===== src/rtl/dmem_port_arbiter.sv =====
// Shares the single-port data RAM between the core (zero-latency path) and the UART word port.
// Optional stall statistics counter is built only when DMEM_ARB_STATS_EN is defined.
module dmem_port_arbiter #(
    parameter int unsigned BIT_WIDTH = 32,
    parameter int unsigned MAX_WAIT  = 8,
    parameter int unsigned CNT_W     = 8
) (
    input  logic                 clk,
    input  logic                 rst,
    input  logic                 cpu_mem_access,
    input  logic                 cpu_memwrite,
    input  logic [BIT_WIDTH-1:0] cpu_addr,
    input  logic [BIT_WIDTH-1:0] cpu_wdata,
    output logic [BIT_WIDTH-1:0] cpu_rdata,
    output logic                 cpu_stall,
    input  logic                 uart_req,
    input  logic                 uart_we,
    input  logic [BIT_WIDTH-1:0] uart_addr,
    input  logic [BIT_WIDTH-1:0] uart_wdata,
    output logic                 uart_ack,
    output logic [BIT_WIDTH-1:0] uart_rdata,
    output logic [BIT_WIDTH-1:0] ram_addr,
    output logic [BIT_WIDTH-1:0] ram_wdata,
    output logic                 ram_we,
    input  logic [BIT_WIDTH-1:0] ram_rdata,
    output logic [CNT_W-1:0]     stall_count
);

    typedef enum logic [1:0] {StIdle, StWait, StStall, StDone} state_e;

    localparam logic [CNT_W-1:0] MaxWaitC = CNT_W'(MAX_WAIT);

    state_e               state_q;
    logic [CNT_W-1:0]     cnt_q;
    logic                 uart_ack_q;
    logic                 cpu_stall_q;
    logic [BIT_WIDTH-1:0] uart_rdata_q;
    logic                 req_free;
    logic                 grant;

    assign req_free = uart_req & ~cpu_mem_access;
    assign grant    = (((state_q == StIdle) || (state_q == StWait)) & req_free)
                    | (state_q == StStall);

    assign cpu_rdata  = ram_rdata;
    assign cpu_stall  = cpu_stall_q;
    assign uart_ack   = uart_ack_q;
    assign uart_rdata = uart_rdata_q;
    assign ram_addr   = grant ? uart_addr  : cpu_addr;
    assign ram_wdata  = grant ? uart_wdata : cpu_wdata;
    assign ram_we     = grant ? uart_we    : (cpu_memwrite & ~cpu_stall_q);

    // Outputs are registered alongside the state so ack/stall track DONE/STALL exactly.
    always_ff @(posedge clk or negedge rst) begin
        if (!rst) begin
            state_q      <= StIdle;
            cnt_q        <= '0;
            uart_ack_q   <= 1'b0;
            cpu_stall_q  <= 1'b0;
            uart_rdata_q <= '0;
        end else begin
            if (grant) begin
                uart_rdata_q <= ram_rdata;
            end
            unique case (state_q)
                StIdle: begin
                    if (req_free) begin
                        state_q    <= StDone;
                        uart_ack_q <= 1'b1;
                    end else if (uart_req) begin
                        state_q <= StWait;
                        cnt_q   <= CNT_W'(1);
                    end
                end
                StWait: begin
                    if (!uart_req) begin
                        state_q <= StIdle;
                        cnt_q   <= '0;
                    end else if (!cpu_mem_access) begin
                        state_q    <= StDone;
                        uart_ack_q <= 1'b1;
                    end else if (cnt_q == MaxWaitC) begin
                        state_q     <= StStall;
                        cpu_stall_q <= 1'b1;
                    end else begin
                        cnt_q <= cnt_q + CNT_W'(1);
                    end
                end
                StStall: begin
                    state_q     <= StDone;
                    cpu_stall_q <= 1'b0;
                    uart_ack_q  <= 1'b1;
                end
                StDone: begin
                    state_q    <= StIdle;
                    uart_ack_q <= 1'b0;
                    cnt_q      <= '0;
                end
                default: begin
                    state_q <= StIdle;
                end
            endcase
        end
    end

`ifdef DMEM_ARB_STATS_EN
    logic [CNT_W-1:0] stall_count_q;

    always_ff @(posedge clk or negedge rst) begin
        if (!rst) begin
            stall_count_q <= '0;
        end else if ((state_q == StStall) && (stall_count_q != '1)) begin
            stall_count_q <= stall_count_q + CNT_W'(1);
        end
    end

    assign stall_count = stall_count_q;
`else
    assign stall_count = '0;
`endif

endmodule

===== config.mk =====
export PLATFORM = sky130hd
export DESIGN_NAME = dmem_port_arbiter
export DESIGN_NICKNAME = d
export VERILOG_FILES = /design/src/rtl/dmem_port_arbiter.sv
export SDC_FILE = /design/constraint.sdc
export NUM_CORES = 1
export LEC_CHECK = 0
export CAP_MARGIN = 20
export CORE_AREA = 2 2 120 122
export DETAILED_ROUTE_END_ITERATION = 10
export DIE_AREA = 0 0 122 124
export SYNTH_ARGS = -nofsm -noshare
export SYNTH_HDL_FRONTEND = slang
export SYNTH_SLANG_ARGS = --single-unit

===== constraint.sdc =====
create_clock -name clk -period 2.5 [get_ports clk]
set_input_delay 0.5 -clock clk [delete_from_list [all_inputs] [get_ports clk]]
set_output_delay 0.5 -clock clk [all_outputs]
set_load 0.005 [all_outputs]

==> impl_metrics.yaml <==
sta:
  rsz0062_at_grt: "true"
  tightest_slew_ns: 0.743
  setup_ws_ns: 0.0127
  final_max_slew_viol_count: 0
  hold_viol_final: 0
  clock_skew_ns: 0.00561
  finalCritPeriodShare: 0.995
  layout_min_cycle_time_ns: 2.49
  max_slew_margin: 0.504
  max_freq_mhz: 402
  setup_viol: 0
critical_path:
  crit_path_max_incr_delay_ns: 0.40
  worstRegToRegCells: 5
  worst_ep_required_time_ns: 2.00
  worstSetupPathType: "flop to output port"
  startpoint_type: "flop"
  arrival_ns: 1.99
  critical_path.max_fanout: 5
  crit_chain: "mux2i_4 -> buf_12 -> buf_8 -> buf_12 -> buf_6 -> buf_6 -> mux2_4 -> buf_6"
  slowest_stage: "dfrtp_1"
  worstReg2RegEnd: "uart_rdata[22]"
  critPathLaunch: "state_q[1]"
  crit_top_cell: "buf_6"
  crit_family: "buffers and inverters"
  path_buf_inv: 6
  cp-end-kind: "output port"
  r2r-start: "state_q[1]"
  r2r_setup_slack_ns: 0.67
drt:
  avgViaCountPerCell: 4.23
  ant_nets: 0
  vias: 3062
  drc_errors: 0
  drtIter0Drc: 89
  avgRoutedWirePerCell_microns: 16.9
  wirelength_microns: 12300
  drt_first_pass_iters: 4
place:
  dp.cells: 696
  dp_slack_ns: -0.476
  hpwlAfterDp_microns: 9710
  io_buffers: 296
  gp_congestion: 0.811
  place_area_sq_um: 5930
flow_run:
  maxCapViolCount: 0
clocking:
  clock-root-buffer: "clkbuf_16"
  cts_sinks: 44
  cts_tree: "built"
  numCtsBuffers: 5
  clkLatencyLatePin_ns: 0.28
  clkTransAtPathRegs_ns: 0.06
  clockBufferDepth: 2
  cts_htree_levels: 2
die:
  rows: 43
  die_h_microns: 124
  die_w_microns: 122
  initial_core_util: 0.219
  core_area_sq_um: 13700
  die_area_sq_um: 15100
  ios: 305
min_path:
  min_path_type: "input pin to asynchronous set/reset pin"
power:
  p_sw_mw: 1.00
  swShare: 0.269
  power.leakage_nw: 2.58
  powerDensity_nw_per_um2: 596
  ir_worst_vdd_uv: 246
  combPwrFrac: 0.520
  seq_power_share: 0.273
  clkPwrFrac: 0.207
  p_total_mw: 3.74
  p_int_mw: 2.73
synth:
  synth_xor_area_frac: 0
  ys_warn_count: 0
  synth_mux_area_frac: 0.374
  synth_compound_area_frac: 0.0524
  ys_async_sr_fraction: 1.00
  synth_cell_types: 40
  synth.yosys.seq_area_share: 0.366
  synth-edff-count: 0
  synth_top_flop_cell: "dfrtp_1"
  ys_ff_latch: 44
  synth_area_sq_um: 3010
  netlist_instances: 255
  synth_top_family_by_area: "multiplexers"
  synthAdderAreaFrac: 0.00831
  yosys.area_share.simple: 0.0615
  syn_avg_cell_area_sq_um: 11.8
finish:
  final_cell_mix: "clkdlybuf4s50_1, mux2_2, dfrtp_1, dlygate4sd2_1, buf_4"
  drive_gt1_frac: 0.272
  layout_commonest_cell: "clkdlybuf4s50_1"
  fill_cells: 1303
  num_antenna_cells: 0
  area_delta_synth_final_pct: 108
  fin_area_sq_um: 6270
  fin_cells: 724
  nets: 711
global_route:
  grt_util_all_layers: 0.149
  grt_max_degree: 29
  grt_pass1_wl_microns: 17300
  first_global_vias: 3082
  antenna_found_initial: 0
  overflow: 0
outcome:
  status: "complete, no violations"
## cell type report
class / instances / area (sq um) / area share
repair buffers: 327 / 3200 / 0.510
well taps: 180 / 225 / 0.0359
flip-flops and latches: 44 / 1100 / 0.176
clock buffers: 6 / 139 / 0.0221
clock inverters: 2 / 38.8 / 0.00618
multi-input cells: 161 / 1550 / 0.248
inverters: 4 / 15.0 / 0.00239
## layer usage
layer  GRT usage  wire length (microns)
met4      0.0201                     38
met3      0.0339                    920
met1       0.183                   4740
met2       0.272                   6560
met5           0                      0
## logic make-up (layout without fill, tap and decap cells)
group / Yosys count / in the layout
flops: 44 / 44
fa+ha+maj: 2 / 2
simple gates: 29 / 29
compound gates: 23 / 23
mux: 99 / 99
buf+inv: 57 / 339
other cells: 1 / 8
## sequential cells by signal, summed over array words and instances (netlist names)
name	count
cnt_q	8
cpu_stall	1
uart_ack	1
uart_rdata	32
state_q	2
## stage by stage
| stage | hold slack (ns) | setup TNS (ns) | utilization |
|---|---|---|---|
| 2_1_floorplan | 0.204 | 0 | - |
| 3_5_place_dp | 0.494 | -28.56 | 0.432 |
| 5_1_grt | 0.297 | -0.534 | 0.457 |
| 4_1_cts | 0.276 | -0.130 | 0.458 |
| 3_3_place_gp | 0.491 | -27.21 | 0.432 |
| 6_report | 0.240 | 0 | 0.457 |
## synth_stat cells (2+ instances only)
| master | n | area [sq um] |
|---|---|---|
| a21oi_1 | 6 | 30.0 |
| buf_2 | 3 | 15.0 |
| buf_4 | 46 | 345 |
| buf_6 | 3 | 33.8 |
| dfrtp_1 | 44 | 1100 |
| ha_1 | 2 | 25.0 |
| inv_1 | 4 | 15.0 |
| mux2_1 | 19 | 214 |
| mux2_2 | 78 | 878 |
| nand2_1 | 5 | 18.8 |
| nand2b_1 | 3 | 18.8 |
| nand3_1 | 2 | 10.0 |
| nand4_1 | 3 | 18.8 |
| nor2b_1 | 3 | 18.8 |
| o211ai_1 | 3 | 22.5 |
| o21ai_0 | 2 | 10.0 |
| o31ai_1 | 3 | 22.5 |
| or3_1 | 2 | 12.5 |
| or4_1 | 3 | 22.5 |
## worst reg2reg max path, stage by stage (launching register included)
cell and delay, ns:
dfrtp_1 0.40, mux2i_4 0.30, buf_12 0.15, buf_6 0.13, buf_4 0.34, mux2_2 0.39
## power by group through the flow
stage                     clock (mW)  combinational [mW]  sequential (mW)
final                          0.774                1.94             1.02
after global routing           0.834                2.07             1.05
after CTS                      0.805                1.98             1.03
after detailed placement           0                1.87             1.04
after global placement             0                1.86             1.03
after floorplan                    0               0.711             1.05
## how the worst max path moves through the flow
stage,endpoint,slack (ns),depth (start not counted)
floorplan,ram_wdata[12],0.28,6
global placement,ram_wdata[25],-0.46,6
detailed placement,ram_addr[13],-0.48,6
CTS,ram_addr[0],-0.05,5
global route,ram_addr[7],-0.08,8
finish,ram_addr[20],0.01,8
## repair_timing
action / in CTS / in global routing
setup buffers: 18 / 0
resized for setup: 156 / 9
cloned: 3 / 0
pin swaps: 0 / 0
hold buffers: 0 / 0
setup endpoints to repair: 65 / 28
Note: power is estimated with default switching activity, not from simulation.
